File: config.mk
export PLATFORM = sky130hd
export DESIGN_NAME = glb_bank_sram_arbiter_flat
export DESIGN_NICKNAME = d
export VERILOG_FILES = /design/src/rtl/glb_bank_sram_arbiter_if.sv /design/src/rtl/glb_bank_sram_arbiter.sv /design/src/flat_wrapper.sv
export SDC_FILE = /design/constraint.sdc
export NUM_CORES = 1
export LEC_CHECK = 0
export CORE_AREA = 4 4 219 221
export DETAILED_ROUTE_END_ITERATION = 6
export DIE_AREA = 0 0 223 225
export PLACE_DENSITY_LB_ADDON = 0.25
export SETUP_SLACK_MARGIN = 0.4
export SLEW_MARGIN = 20
export SYNTH_ARGS = -nofsm -noshare
export SYNTH_HDL_FRONTEND = slang
export SYNTH_SLANG_ARGS = --single-unit
File: constraint.sdc
create_clock -name clk -period 4.7 [get_ports clk]
set_clock_uncertainty 0.1 [all_clocks]
set_input_delay 0.94 -clock clk [delete_from_list [all_inputs] [get_ports clk]]
set_output_delay 0.94 -clock clk [all_outputs]
set_load 0.02 [all_outputs]
File: src/rtl/glb_bank_sram_arbiter_if.sv
// Bundle of requester, configuration and SRAM-side signals for the global
// buffer bank SRAM arbiter.
//   slave  : arbiter view (requests/cfg/sram_q in; grants, returns, SRAM drive out)
//   master : environment view (requesters and SRAM macro)
interface glb_bank_sram_arbiter_if #(
  parameter int unsigned DATA_WIDTH = 64,
  parameter int unsigned ADDR_WIDTH = 14
);
  logic                  cfg_fixed_prio;
  logic                  p0_req, p1_req;
  logic                  p0_wr, p1_wr;
  logic [ADDR_WIDTH-1:0] p0_addr, p1_addr;
  logic [DATA_WIDTH-1:0] p0_wdata, p1_wdata;
  logic [DATA_WIDTH-1:0] p0_bit_en, p1_bit_en;
  logic                  p0_gnt, p1_gnt;
  logic                  p0_rd_valid, p1_rd_valid;
  logic [DATA_WIDTH-1:0] rd_data;
  logic                  sram_ceb, sram_web;
  logic [DATA_WIDTH-1:0] sram_bweb;
  logic [ADDR_WIDTH-1:0] sram_a;
  logic [DATA_WIDTH-1:0] sram_d;
  logic [DATA_WIDTH-1:0] sram_q;

  modport slave (
    input  cfg_fixed_prio,
    input  p0_req, p1_req, p0_wr, p1_wr, p0_addr, p1_addr,
    input  p0_wdata, p1_wdata, p0_bit_en, p1_bit_en,
    output p0_gnt, p1_gnt, p0_rd_valid, p1_rd_valid, rd_data,
    output sram_ceb, sram_web, sram_bweb, sram_a, sram_d,
    input  sram_q
  );

  modport master (
    output cfg_fixed_prio,
    output p0_req, p1_req, p0_wr, p1_wr, p0_addr, p1_addr,
    output p0_wdata, p1_wdata, p0_bit_en, p1_bit_en,
    input  p0_gnt, p1_gnt, p0_rd_valid, p1_rd_valid, rd_data,
    input  sram_ceb, sram_web, sram_bweb, sram_a, sram_d,
    output sram_q
  );
endinterface

File: src/rtl/glb_bank_sram_arbiter.sv
// Two-port arbiter and read-return sequencer for one global-buffer bank SRAM.
// Grants at most one request per cycle (round-robin or port-0 fixed priority),
// drives the active-low SRAM controls from the winner, and tracks each read
// through a latency-matched pipeline so data returns to its issuer in order.
// Ports:
//   clk     : clock, all state on rising edge
//   reset_n : asynchronous active-low reset
//   bus     : glb_bank_sram_arbiter_if.slave (requests, grants, returns, SRAM)
module glb_bank_sram_arbiter #(
  parameter int unsigned DATA_WIDTH = 64,
  parameter int unsigned ADDR_WIDTH = 14,
  parameter int unsigned RD_LATENCY = 3
) (
  input logic                     clk,
  input logic                     reset_n,
  glb_bank_sram_arbiter_if.slave  bus
);

  typedef enum logic {PORT0 = 1'b0, PORT1 = 1'b1} port_e;

  logic                  gnt0, gnt1, grant_any;
  port_e                 winner, last_gnt;
  logic                  win_wr;
  logic [ADDR_WIDTH-1:0] win_addr;
  logic [DATA_WIDTH-1:0] win_wdata, win_bit_en;

  logic [RD_LATENCY-1:0] trk_vld;
  port_e                 trk_port [RD_LATENCY];

  // On conflict, last_gnt==PORT1 means port 0 is next in round-robin order.
  always_comb begin
    gnt0 = 1'b0;
    gnt1 = 1'b0;
    if (bus.p0_req && bus.p1_req) begin
      if (bus.cfg_fixed_prio || last_gnt == PORT1) gnt0 = 1'b1;
      else                                         gnt1 = 1'b1;
    end else begin
      gnt0 = bus.p0_req;
      gnt1 = bus.p1_req;
    end
  end

  assign grant_any = gnt0 | gnt1;
  assign winner    = gnt1 ? PORT1 : PORT0;

  // Winner mux; all fields stay zero when idle so sram_a/sram_d read 0.
  always_comb begin
    win_wr     = 1'b0;
    win_addr   = '0;
    win_wdata  = '0;
    win_bit_en = '0;
    if (gnt1) begin
      win_wr     = bus.p1_wr;
      win_addr   = bus.p1_addr;
      win_wdata  = bus.p1_wdata;
      win_bit_en = bus.p1_bit_en;
    end else if (gnt0) begin
      win_wr     = bus.p0_wr;
      win_addr   = bus.p0_addr;
      win_wdata  = bus.p0_wdata;
      win_bit_en = bus.p0_bit_en;
    end
  end

  assign bus.p0_gnt    = gnt0;
  assign bus.p1_gnt    = gnt1;
  assign bus.sram_ceb  = ~grant_any;
  assign bus.sram_web  = ~(grant_any & win_wr);
  assign bus.sram_bweb = (grant_any & win_wr) ? ~win_bit_en : '1;
  assign bus.sram_a    = win_addr;
  assign bus.sram_d    = win_wdata;

  always_ff @(posedge clk or negedge reset_n) begin
    if (!reset_n) begin
      last_gnt <= PORT1;
    end else if (grant_any) begin
      last_gnt <= winner;
    end
  end

  // Read tracking: one {valid, port} entry per cycle of SRAM read latency.
  always_ff @(posedge clk or negedge reset_n) begin
    if (!reset_n) begin
      trk_vld <= '0;
      for (int unsigned i = 0; i < RD_LATENCY; i++) trk_port[i] <= PORT0;
    end else begin
      trk_vld[0]  <= grant_any & ~win_wr;
      trk_port[0] <= winner;
      for (int unsigned i = 1; i < RD_LATENCY; i++) begin
        trk_vld[i]  <= trk_vld[i-1];
        trk_port[i] <= trk_port[i-1];
      end
    end
  end

  assign bus.p0_rd_valid = trk_vld[RD_LATENCY-1] && (trk_port[RD_LATENCY-1] == PORT0);
  assign bus.p1_rd_valid = trk_vld[RD_LATENCY-1] && (trk_port[RD_LATENCY-1] == PORT1);
  assign bus.rd_data     = bus.sram_q;

endmodule

File: src/flat_wrapper.sv
// flat-port wrapper written by rule: the top's interface ports become plain ports
module glb_bank_sram_arbiter_flat 
#(
  parameter int unsigned DATA_WIDTH = 64,
  parameter int unsigned ADDR_WIDTH = 14,
  parameter int unsigned RD_LATENCY = 3
)
  (clk, reset_n, bus_cfg_fixed_prio, bus_p0_req, bus_p1_req, bus_p0_wr, bus_p1_wr, bus_p0_addr, bus_p1_addr, bus_p0_wdata, bus_p1_wdata, bus_p0_bit_en, bus_p1_bit_en, bus_p0_gnt, bus_p1_gnt, bus_p0_rd_valid, bus_p1_rd_valid, bus_rd_data, bus_sram_ceb, bus_sram_web, bus_sram_bweb, bus_sram_a, bus_sram_d, bus_sram_q);
  glb_bank_sram_arbiter_if #(.DATA_WIDTH(DATA_WIDTH), .ADDR_WIDTH(ADDR_WIDTH)) bus_i ();
  input logic clk;
  input logic reset_n;
  input wire logic [$bits(bus_i.cfg_fixed_prio)-1:0] bus_cfg_fixed_prio;
  input wire logic [$bits(bus_i.p0_req)-1:0] bus_p0_req;
  input wire logic [$bits(bus_i.p1_req)-1:0] bus_p1_req;
  input wire logic [$bits(bus_i.p0_wr)-1:0] bus_p0_wr;
  input wire logic [$bits(bus_i.p1_wr)-1:0] bus_p1_wr;
  input wire logic [$bits(bus_i.p0_addr)-1:0] bus_p0_addr;
  input wire logic [$bits(bus_i.p1_addr)-1:0] bus_p1_addr;
  input wire logic [$bits(bus_i.p0_wdata)-1:0] bus_p0_wdata;
  input wire logic [$bits(bus_i.p1_wdata)-1:0] bus_p1_wdata;
  input wire logic [$bits(bus_i.p0_bit_en)-1:0] bus_p0_bit_en;
  input wire logic [$bits(bus_i.p1_bit_en)-1:0] bus_p1_bit_en;
  output wire logic [$bits(bus_i.p0_gnt)-1:0] bus_p0_gnt;
  output wire logic [$bits(bus_i.p1_gnt)-1:0] bus_p1_gnt;
  output wire logic [$bits(bus_i.p0_rd_valid)-1:0] bus_p0_rd_valid;
  output wire logic [$bits(bus_i.p1_rd_valid)-1:0] bus_p1_rd_valid;
  output wire logic [$bits(bus_i.rd_data)-1:0] bus_rd_data;
  output wire logic [$bits(bus_i.sram_ceb)-1:0] bus_sram_ceb;
  output wire logic [$bits(bus_i.sram_web)-1:0] bus_sram_web;
  output wire logic [$bits(bus_i.sram_bweb)-1:0] bus_sram_bweb;
  output wire logic [$bits(bus_i.sram_a)-1:0] bus_sram_a;
  output wire logic [$bits(bus_i.sram_d)-1:0] bus_sram_d;
  input wire logic [$bits(bus_i.sram_q)-1:0] bus_sram_q;
  assign bus_i.cfg_fixed_prio = bus_cfg_fixed_prio;
  assign bus_i.p0_req = bus_p0_req;
  assign bus_i.p1_req = bus_p1_req;
  assign bus_i.p0_wr = bus_p0_wr;
  assign bus_i.p1_wr = bus_p1_wr;
  assign bus_i.p0_addr = bus_p0_addr;
  assign bus_i.p1_addr = bus_p1_addr;
  assign bus_i.p0_wdata = bus_p0_wdata;
  assign bus_i.p1_wdata = bus_p1_wdata;
  assign bus_i.p0_bit_en = bus_p0_bit_en;
  assign bus_i.p1_bit_en = bus_p1_bit_en;
  assign bus_p0_gnt = bus_i.p0_gnt;
  assign bus_p1_gnt = bus_i.p1_gnt;
  assign bus_p0_rd_valid = bus_i.p0_rd_valid;
  assign bus_p1_rd_valid = bus_i.p1_rd_valid;
  assign bus_rd_data = bus_i.rd_data;
  assign bus_sram_ceb = bus_i.sram_ceb;
  assign bus_sram_web = bus_i.sram_web;
  assign bus_sram_bweb = bus_i.sram_bweb;
  assign bus_sram_a = bus_i.sram_a;
  assign bus_sram_d = bus_i.sram_d;
  assign bus_i.sram_q = bus_sram_q;
  glb_bank_sram_arbiter #(.DATA_WIDTH(DATA_WIDTH), .ADDR_WIDTH(ADDR_WIDTH), .RD_LATENCY(RD_LATENCY)) u_core (.clk(clk), .reset_n(reset_n), .bus(bus_i));
endmodule
==> impl_results.md <==
- Final count of pins violating max slew: 0
- Part of the total power dissipated in combinational logic: 80.3%
- Hold buffer count at CTS: 0
- Netlist Area Pre-Place: 2774 sq um
- Normalized max-slew margin: 68.64%
- #FFs+latches synth: 7
- Vertical die dimension: 225 um
- Num rows: 79
- Clock transition at the registers of the reported paths: 0.04 ns
- IO Port Bufs: 438
- Pre-Repair DR Iteration Count: 4
- Final net count: 1183
- H-tree level count: 1
- Crit path arrival time: 3.06 ns
- Peak clock frequency supported by timing: 243.9 MHz
- Period minus WS final: 4.100 ns
- Total number of vias: 4809
- Final global-route overflow total: 0
- Number of antenna violations at the first check in global routing: 1
- Number of global-route vias before repair: 4962
- Post-Route WL: 24780 um
- Diode count: 0
- DIE AREA: 50180 sq um
- I/O pin count: 567
- Wire length of the first global-routing pass: 33900 um
- Maximum ir drop on the vdd rail: 0.0001285 V
- CTS tree: yes
- Max stage delay on crit path: 0.63 ns
- Post-route non-filler standard cell count: 1434
- Fraction of final layout cells with drive strength greater than 1: 5.441%
- Post-synthesis instance total: 472
- Required @ worst endpoint: 3.66 ns
- Commonest non-fill, non-tap cell in the layout: clkdlybuf4s50_1
- Max Cap Viol: 0
- Clk pwr share: 13.4%
- Horiz. Die Dim: 223 um
- Total power per unit cell area: 143.1 nW/um^2
- Crit Path Category: in2out
- Critical path cell sequence: clkdlybuf4s50_1 -> nor3b_4 -> nor2b_4 -> buf_12 -> a22o_1 -> clkdlybuf4s50_1
- Final core utilization: 16.53%
- Initial core utilization: 6.009%
- Max clock buf depth: 2
- Post-DP HPWL: 20920 um
- Final total power: 1092 uW
- Status: finished, final reports clean
- Path class of the lowest-slack min-delay path: reg2reg
- RD Place Congestion: 0.7390
- Type of element capturing the critical path: output pin
- Clk Tree Root Cell: clkbuf_16
- Tcrit/Tclk final: 87.24%
- Minimum hold slack: 0.2440 ns
- Cell-internal power: 670.3 uW
- Post-placement cell count: 1429
- Critical-path maximum fanout: 20
- Unique cell type count in the Yosys netlist: 16
- Total leakage power: 0.002850 uW
- Critical path's most frequent cell: clkdlybuf4s50_1
- FILL cells: 5223
- Vias/cell: 3.354
- Final setup vio count: 0
- Unrepaired setup endpoints after global routing: false
- Number of clock buffers inserted by TritonCTS: 3
- Worst setup SP type: input port
- Sum of negative setup slack: 0 ns
- Pin count of the biggest net entering global routing: 50
- Commonest cells after routing, fill and taps aside: 432 x clkdlybuf4s50_1, 194 x nand2_1, 78 x a22o_1
- Core Region: 46160 sq um
- FF+latch area: 176.4 sq um
- Detail-routed net length per standard cell: 17.28 um
- Area growth from synthesis to layout: 175.1%
- Clock latency of the later-clocked register in the worst-skew pair: 0.23 ns
- Proportion of synthesized chip area in sequential cells: 6.360%
- Synth warnings: 0
- Overall global routing resource usage: 8.815%
- Clock Sink Count: 7
- Avg Cell Area, Syn: 5.877 sq um
- Share of total power consumed by net switching: 38.61%
- Flop pwr share: 6.4%
- Remaining antenna violation count: 0
- Number of DRC violations after detailed-routing iteration 0: 206
- Actual transition at the worst max-transition pin: 0.4694 ns
- Total DRC errors in the routed layout: 0
- Switching pwr: 421.6 uW
- Hold violation count in the final report: 0
- Slowest stage cell on the critical path: clkdlybuf4s50_1
- Area used by multi-input combinational logic: 1921 sq um
- Post-Syn Nets: 827
worst max-delay path: cells and delay by family:
family                 cells  cell delay, ns
AOI/OAI and AO/OA          1            0.20
and+or+nand+nor            2            0.48
buffers and inverters      3            1.41
per-stage QoR:
| step | area [sq um] | setup slack (ns) |
|---|---|---|
| floorplan | 2774 | 1.621 |
| global placement | 7530 | 0.4322 |
| detailed placement | 7530 | 0.4381 |
| CTS | 7609 | 0.4148 |
| global route | 7632 | 0.4326 |
| finish | 7632 | 0.5999 |
sequential cells by signal, summed over array words and instances, names as in the netlist:
signal	count
u_core.last_gnt	1
u_core.trk_port	3
u_core.trk_vld	3
cells by family (layout without fill, tap and decap cells):
kind of cell           after synthesis  count (layout)  share of synthesized area, %
buffers and inverters              118             473                         25.94
AO/OA/AOI/OAI                      144             144                         39.56
flip-flops                           7               7                         6.360
AND/OR/NAND/NOR                    203             203                         28.15
power groups by stage:
| stage | logic, uW | clock network, uW | registers, uW |
|---|---|---|---|
| 2_1_floorplan | 416 | 0 | 68.8 |
| 3_3_place_gp | 886 | 0 | 69.9 |
| 3_5_place_dp | 881 | 0 | 70.1 |
| 4_1_cts | 886 | 148 | 69.4 |
| 5_1_grt | 931 | 153 | 70.2 |
| 6_report | 877 | 146 | 69.4 |
final timing paths:
check	end	start	cells past startpoint	slack [ns]
max reg2reg	u_core.trk_vld[0]	u_core.last_gnt	5	3.13
min in group asynchronous	u_core.trk_port[0]	reset_n	1	0.87
max in group asynchronous	u_core.last_gnt	reset_n	1	3.35
min	u_core.trk_vld[1]	u_core.trk_vld[0]	0	0.24
max	bus_sram_a[7]	bus_cfg_fixed_prio	6	0.60
min reg2reg	u_core.trk_vld[1]	u_core.trk_vld[0]	0	0.24
cell type report:
class                      count  share of cell area [%]
timing repair buffer         468                   61.49
multi-input combinational    347                   25.16
clock buffer                   4                   1.033
sequential                     7                   2.311
tap                          607                   9.951
inverter                       1                 0.04918
cells in the mapped netlist:
cell | instances | area share, %
buf_2 | 20 | 3.6
nor2b_1 | 3 | 0.68
a22o_1 | 78 | 25
nor3b_2 | 1 | 0.45
and2_1 | 1 | 0.23
buf_1 | 6 | 0.81
o21a_1 | 1 | 0.27
dfstp_2 | 1 | 0.95
nand2_1 | 194 | 26
dfrtp_1 | 6 | 5.4
inv_1 | 1 | 0.14
o22ai_1 | 65 | 15
buf_6 | 1 | 0.41
buf_4 | 65 | 18
clkbuf_1 | 25 | 3.4
nor2_1 | 4 | 0.54
layer usage:
| layer | up-vias | track usage, % | routed length, um |
|---|---|---|---|
| met3 | 38 | 2.579 | 2081 |
| li1 | 2298 | - | - |
| met1 | 2186 | 11.02 | 10030 |
| met5 | - | 1.139 | 83 |
| met4 | 2 | 2.327 | 669 |
| met2 | 285 | 14.78 | 11920 |
what timing repair did:
action	in CTS	in global routing
setup endpoints to repair	0	13
resized for setup	0	1
buffers inserted	0	1
(Power assumes the default switching activity.)
==> variant 1, RTL diff (same settings) <==
`ADDR_WIDTH` is set to 14 in 3 places; all go to 13.
--- a/src/rtl/glb_bank_sram_arbiter_if.sv
+++ b/src/rtl/glb_bank_sram_arbiter_if.sv
@@ -6,3 +6,3 @@
   parameter int unsigned DATA_WIDTH = 64,
-  parameter int unsigned ADDR_WIDTH = 14
+  parameter int unsigned ADDR_WIDTH = 13
 );
--- a/src/rtl/glb_bank_sram_arbiter.sv
+++ b/src/rtl/glb_bank_sram_arbiter.sv
@@ -10,3 +10,3 @@
   parameter int unsigned DATA_WIDTH = 64,
-  parameter int unsigned ADDR_WIDTH = 14,
+  parameter int unsigned ADDR_WIDTH = 13,
   parameter int unsigned RD_LATENCY = 3
--- a/src/flat_wrapper.sv
+++ b/src/flat_wrapper.sv
@@ -4,3 +4,3 @@
   parameter int unsigned DATA_WIDTH = 64,
-  parameter int unsigned ADDR_WIDTH = 14,
+  parameter int unsigned ADDR_WIDTH = 13,
   parameter int unsigned RD_LATENCY = 3
Ports: changed (resized bus_p0_addr, bus_p1_addr and bus_sram_a); port bits go from 567 to 564. The function was not compared with the original's and may differ.
==> variant 1 against the original RTL <==
First-iteration DRC count decreased by 25%. Non-clock buffer count decreased by 14. Via count decreased by 0.46%. Sequential share of layout area about the same. Sequential cell count unchanged. Synthesized area decreased by 0.36%. Setup slack got worse by 0.15 ns. Hold slack got worse by 0.0069 ns. Cell area decreased by 1.7%. Power decreased by 2.5%. Routed wire length decreased by 6.2%.
==> variant 1: results (changes against the original RTL) <==
Run status
The run finished with clean final reports.

Synthesis
In the post-synthesis netlist, the biggest area contributors are sky130_fd_sc_hd__nand2_1, sky130_fd_sc_hd__a22o_1, sky130_fd_sc_hd__buf_4. The most used flip-flop cell after synthesis is sky130_fd_sc_hd__dfrtp_1. The share of the yosys chip area belonging to registers is 6.383% (+0.023 points). The net count after synthesis is 824 (-0.36%). In the synthesized netlist, the cells that appear most often are sky130_fd_sc_hd__nand2_1, sky130_fd_sc_hd__a22o_1, sky130_fd_sc_hd__buf_4, sky130_fd_sc_hd__o22ai_1. The fraction of the mapped netlist area in compound gates came to 39.38% (-0.17 points). The count of different cell masters after synthesis is 15 (-1).

Worst setup path
The highest net fanout along the worst path came to 31 (+55%). The arrival time at the worst endpoint is 3.21 ns (+0.15 ns). The flop-to-flop setup slack is 3.11 ns (-0.02 ns).

Cells and area
The layout net count is 1167 (-1.4%). The share of cells above drive strength 1 is 4.059% (-1.4 points).

Global route
The initial antenna violation count is 2 (+1). The pin count of the biggest net entering global routing is 59 (+18%). The first-pass GRT wire length came to 31.75 mm (-6.4%).

Hold path
The worst hold path begins at u_core.trk_port[2]$_DFF_PN0_. The worst hold path terminates at u_core.trk_port[1]$_DFF_PN0_.

Placed design
The number of input and output port buffers inserted is 435 (-0.68%). The global placement routability congestion was 0.8080 (+9.3%). The placed standard-cell area was 7381 sq um (-2.0%).

The total half-perimeter wirelength after legalization and detailed placement was 18.85 mm (-9.9%).

STA
The headroom to the max-slew limit is 48.85% (-20 points).

Pwr
The static leakage is 2.771 nW (-2.8%). The highest ir drop seen on vdd is 92.54 uV (-28%). The net switching power is 408.1 uW (-3.2%).

Detailed routing
The starting DRC count in detailed routing is 154 (-25%). The detailed-route via count is 4787 (-0.46%).

Clock network
The maximum buffer depth of the clock tree is 2 (unchanged).
[variant 1: layout make-up]
class | instances | share of cell area, %
Timing Repair Buffer | 454 | 60.79
Inverter | 1 | 0.05003
Multi-Input combinational cell | 347 | 25.60
Sequential cell | 7 | 2.352
Tap cell | 607 | 10.12
Antenna cell | 1 | 0.03336
Clock buffer | 4 | 1.051
[variant 1: power groups by stage]
stage                     Combinational, mW  Clock (mW)  Sequential, mW
after floorplan                       0.414           0          0.0688
after global placement                0.860           0          0.0702
after detailed placement              0.857           0          0.0703
after CTS                             0.862       0.146          0.0697
after global routing                  0.907       0.150          0.0700
final                                 0.853       0.143          0.0693
[variant 1: metal layers]
metal | global-route usage, % | share of wire, % | routed length (um) | up-vias
met5 | 0 | 0.056 | 13 | -
met4 | 1.810 | 1.6 | 367 | 2
met3 | 2.683 | 9.6 | 2233 | 32
met2 | 15.23 | 52 | 12180 | 307
met1 | 8.931 | 36 | 8442 | 2176
li1 | - | - | - | 2270
[variant 1: critical path, cell delays in order]
cell and delay (ns):
sky130_fd_sc_hd__clkdlybuf4s50_1 0.55, sky130_fd_sc_hd__nor3b_4 0.09, sky130_fd_sc_hd__nor2b_4 0.47, sky130_fd_sc_hd__buf_12 0.26, sky130_fd_sc_hd__a22o_1 0.22, sky130_fd_sc_hd__clkdlybuf4s50_1 0.63
[variant 1: how the worst max path moves through the flow]
stage	to	cells past startpoint	startpoint	slack [ns]
finish	bus_sram_d[10]	6	bus_cfg_fixed_prio	0.45
global route	bus_sram_d[10]	6	bus_cfg_fixed_prio	0.38
CTS	bus_sram_d[10]	6	bus_cfg_fixed_prio	0.26
detailed placement	bus_sram_d[10]	6	bus_cfg_fixed_prio	0.27
global placement	bus_sram_d[10]	6	bus_cfg_fixed_prio	0.24
floorplan	bus_sram_d[54]	5	bus_p1_req	1.63
[variant 1: repair_timing]
action | CTS | global route
setup endpoints to repair | 105 | 107
resized for setup | 0 | 5
buffers inserted | 1 | 1
gates cloned | 0 | 1
pin swaps | 1 | 1
[variant 1: kinds of logic (layout without fill, tap and decap cells)]
family,count (synthesis),count (layout)
other,0,1
AOI/OAI and AO/OA,143,143
buffers and inverters,118,459
DFF,7,7
and+or+nand+nor,203,204
[variant 1: through the flow]
step,hold slack [ns],utilization (%),std cells,power (mW),setup WS [ns]
after global placement,0.2337,15.99,1413,0.9303,0.2413
final,0.2372,16.25,1421,1.065,0.4533
after CTS,0.2422,16.18,1418,1.077,0.2575
after detailed placement,0.2347,15.99,1413,0.9271,0.2690
after global routing,0.2466,16.25,1420,1.127,0.3784
after floorplan,0.2312,-,471,0.4829,1.631
==> variant 2, RTL diff (config.mk and constraints unchanged) <==
Made on the original files. Make the reset (`reset_n`) synchronous in 2 clocked blocks. Comments in the files are not updated.
--- a/src/rtl/glb_bank_sram_arbiter.sv
+++ b/src/rtl/glb_bank_sram_arbiter.sv
@@ -72,3 +72,3 @@
 
-  always_ff @(posedge clk or negedge reset_n) begin
+  always_ff @(posedge clk) begin
     if (!reset_n) begin
@@ -81,3 +81,3 @@
   // Read tracking: one {valid, port} entry per cycle of SRAM read latency.
-  always_ff @(posedge clk or negedge reset_n) begin
+  always_ff @(posedge clk) begin
     if (!reset_n) begin
Function: differs if reset_n is asserted again (counterexample within 4 cycles, from zero or initial values and one cycle with reset_n low); with reset_n held inactive, the same outputs for 4 cycles.
==> variant 2 against the original RTL <==
Synthesized area grew 0.18%. Register-to-register slack lost 0.23 ns. Via count grew 0.89%. Setup slack lost 0.14 ns. Critical endpoint is now bus_sram_a[2]. Power grew 1.9%. Routed wire length grew 16%. Cell area grew 1.4%. Highest routed layer is now met4. Sequential cell count is the same.
==> variant 2: results (changes against the original RTL) <==
Hold path
The number of cells on the worst hold path is 1 (+1). The class of the tightest hold or removal check is reg -> reg.

Clock network
The H-tree depth is 1 (unchanged). The total clock buffers created by CTS is 3 (unchanged). The count of instances resized after the clock tree is built is 0 (unchanged). Clock tree synthesis selected as its root buffer the cell sky130_fd_sc_hd__clkbuf_16.

The maximum buffer depth of the clock tree is 2 (unchanged). The clock latency on the worst-skew pair is 0.23 ns (about the same). The post-CTS repair timing setup buffer count is 0 (unchanged). The clock transition at the registers of the reported paths is 0.04 ns (about the same).

Synthesis
The number of warnings printed during yosys synthesis was 0 (unchanged). The async set-reset flop share out of synthesis is 0% (-100 points). The count of different cell masters after synthesis came to 17 (+1). Yosys attributes the largest share of cell area to sky130_fd_sc_hd__nand2_1, sky130_fd_sc_hd__a22o_1, sky130_fd_sc_hd__buf_4. The most used flip-flop cell after synthesis is sky130_fd_sc_hd__dfxtp_1. The net count after synthesis was 832 (+0.60%).

By count the netlist is led by sky130_fd_sc_hd__nand2_1, sky130_fd_sc_hd__a22o_1, sky130_fd_sc_hd__o22ai_1, sky130_fd_sc_hd__buf_4, sky130_fd_sc_hd__buf_2. The share of the yosys chip area belonging to registers came to 5.043% (-1.3 points). The average size of a mapped cell is 5.826 sq um (-0.87%).

Worst setup path
The cell at the slowest stage of the critical path is sky130_fd_sc_hd__clkdlybuf4s50_1. The worst reg2reg path depth is 5 (unchanged). The highest net fanout along the worst path came to 41 (+110%). The cell with the most instances on the worst path is sky130_fd_sc_hd__clkdlybuf4s50_1.

The arrival time at the worst endpoint is 3.20 ns (+0.14 ns).

Global route
The pin count of the biggest net entering global routing is 82 (+64%). The first-pass GRT wire length came to 38.56 mm (+14%). The via count of the first global-routing pass was 5232 (+5.4%). The overall global routing resource usage is 10.33% (+1.5 points). The initial antenna violation count was 0 (-1).

Detailed routing
The detailed-route wire length came to 28.75 mm (+16%). The starting DRC count in detailed routing is 176 (-15%). The number of remaining DRC errors is 0 (unchanged). The detailed-route via count is 4852 (+0.89%).

The number of vias per cell after detailed routing came to 3.414 (+1.8%).

Placed design
The total half-perimeter wirelength after legalization and detailed placement was 23.87 mm (+14%). The placed standard-cell area is 7634 sq um (+1.4%). The pre-CTS worst setup slack is 0.4789 ns (+0.04079 ns). The global placement routability congestion was 0.8113 (+9.8%). The number of input and output port buffers inserted is 438 (unchanged).

The cell count after placement came to 1416 (-0.91%).

Cells and area
The number of inserted filler cells in the final layout was 5196 (-0.52%). The share of cells above drive strength 1 was 7.248% (+1.8 points). The layout net count is 1170 (-1.1%). The number of antenna cells inserted is 0 (unchanged).

STA
The highest attainable clock frequency is 0.2359 GHz (-3.3%). The slew of the pin with the lowest slew margin is 0.6138 ns (+0.1444 ns).

Pwr
The highest ir drop seen on vdd is 85.60 uV (-33%). The net switching power is 442.2 uW (+4.9%). The static leakage is 2.903 nW (+1.9%).

Run status
The flow ran to the end, and the final reports show no timing, DRC or antenna violations.
variant 2: final cells by class:
cell class	instances	area, sq um	area share (%)
inverters	1	3.754	0.04851
well taps	607	759.5	9.816
multi-input cells	352	1953	25.24
repair buffers	450	4802	62.06
flip-flops and latches	7	140.1	1.811
clock buffers	4	78.83	1.019
variant 2: path summary, 6_finish.rpt:
kind,start,end,slack (ns)
worst max-delay path,bus_cfg_fixed_prio,bus_sram_a[2],0.46
worst min-delay path,u_core.trk_vld[1]$_SDFF_PN0_,u_core.trk_vld[2]$_SDFF_PN0_,0.33
worst max register to register,u_core.last_gnt$_SDFFE_PN1N_,u_core.trk_vld[0]$_SDFF_PN0_,2.90
worst min register to register,u_core.trk_vld[1]$_SDFF_PN0_,u_core.trk_vld[2]$_SDFF_PN0_,0.33
variant 2: cell families after synthesis:
kind of cell	share of synthesized area (%)
simple gates	29.49
compound gates	39.49
buf+inv	25.98
flops	5.043
variant 2: layer usage:
metal  track usage (%)  wire (um)  up-vias
met5                 0          0        -
met3             2.944       2513       33
li1                  -          -     2279
met2             20.19      15050      327
met1             11.15      10570     2213
met4             1.790        611        0
variant 2: critical path, delay by kind of cell:
kind                   cells  cell delay (ns)
AND/OR/NAND/NOR            1             0.27
AO/OA/AOI/OAI              2             0.57
buffers and inverters      3             1.36
variant 2: power groups by stage:
stage	sequential, mW	combinational, mW	clock, mW
2_1_floorplan	0.0644	0.393	0
3_3_place_gp	0.0667	0.913	0
3_5_place_dp	0.0667	0.908	0
4_1_cts	0.0658	0.917	0.147
5_1_grt	0.0657	0.952	0.149
6_report	0.0653	0.902	0.144
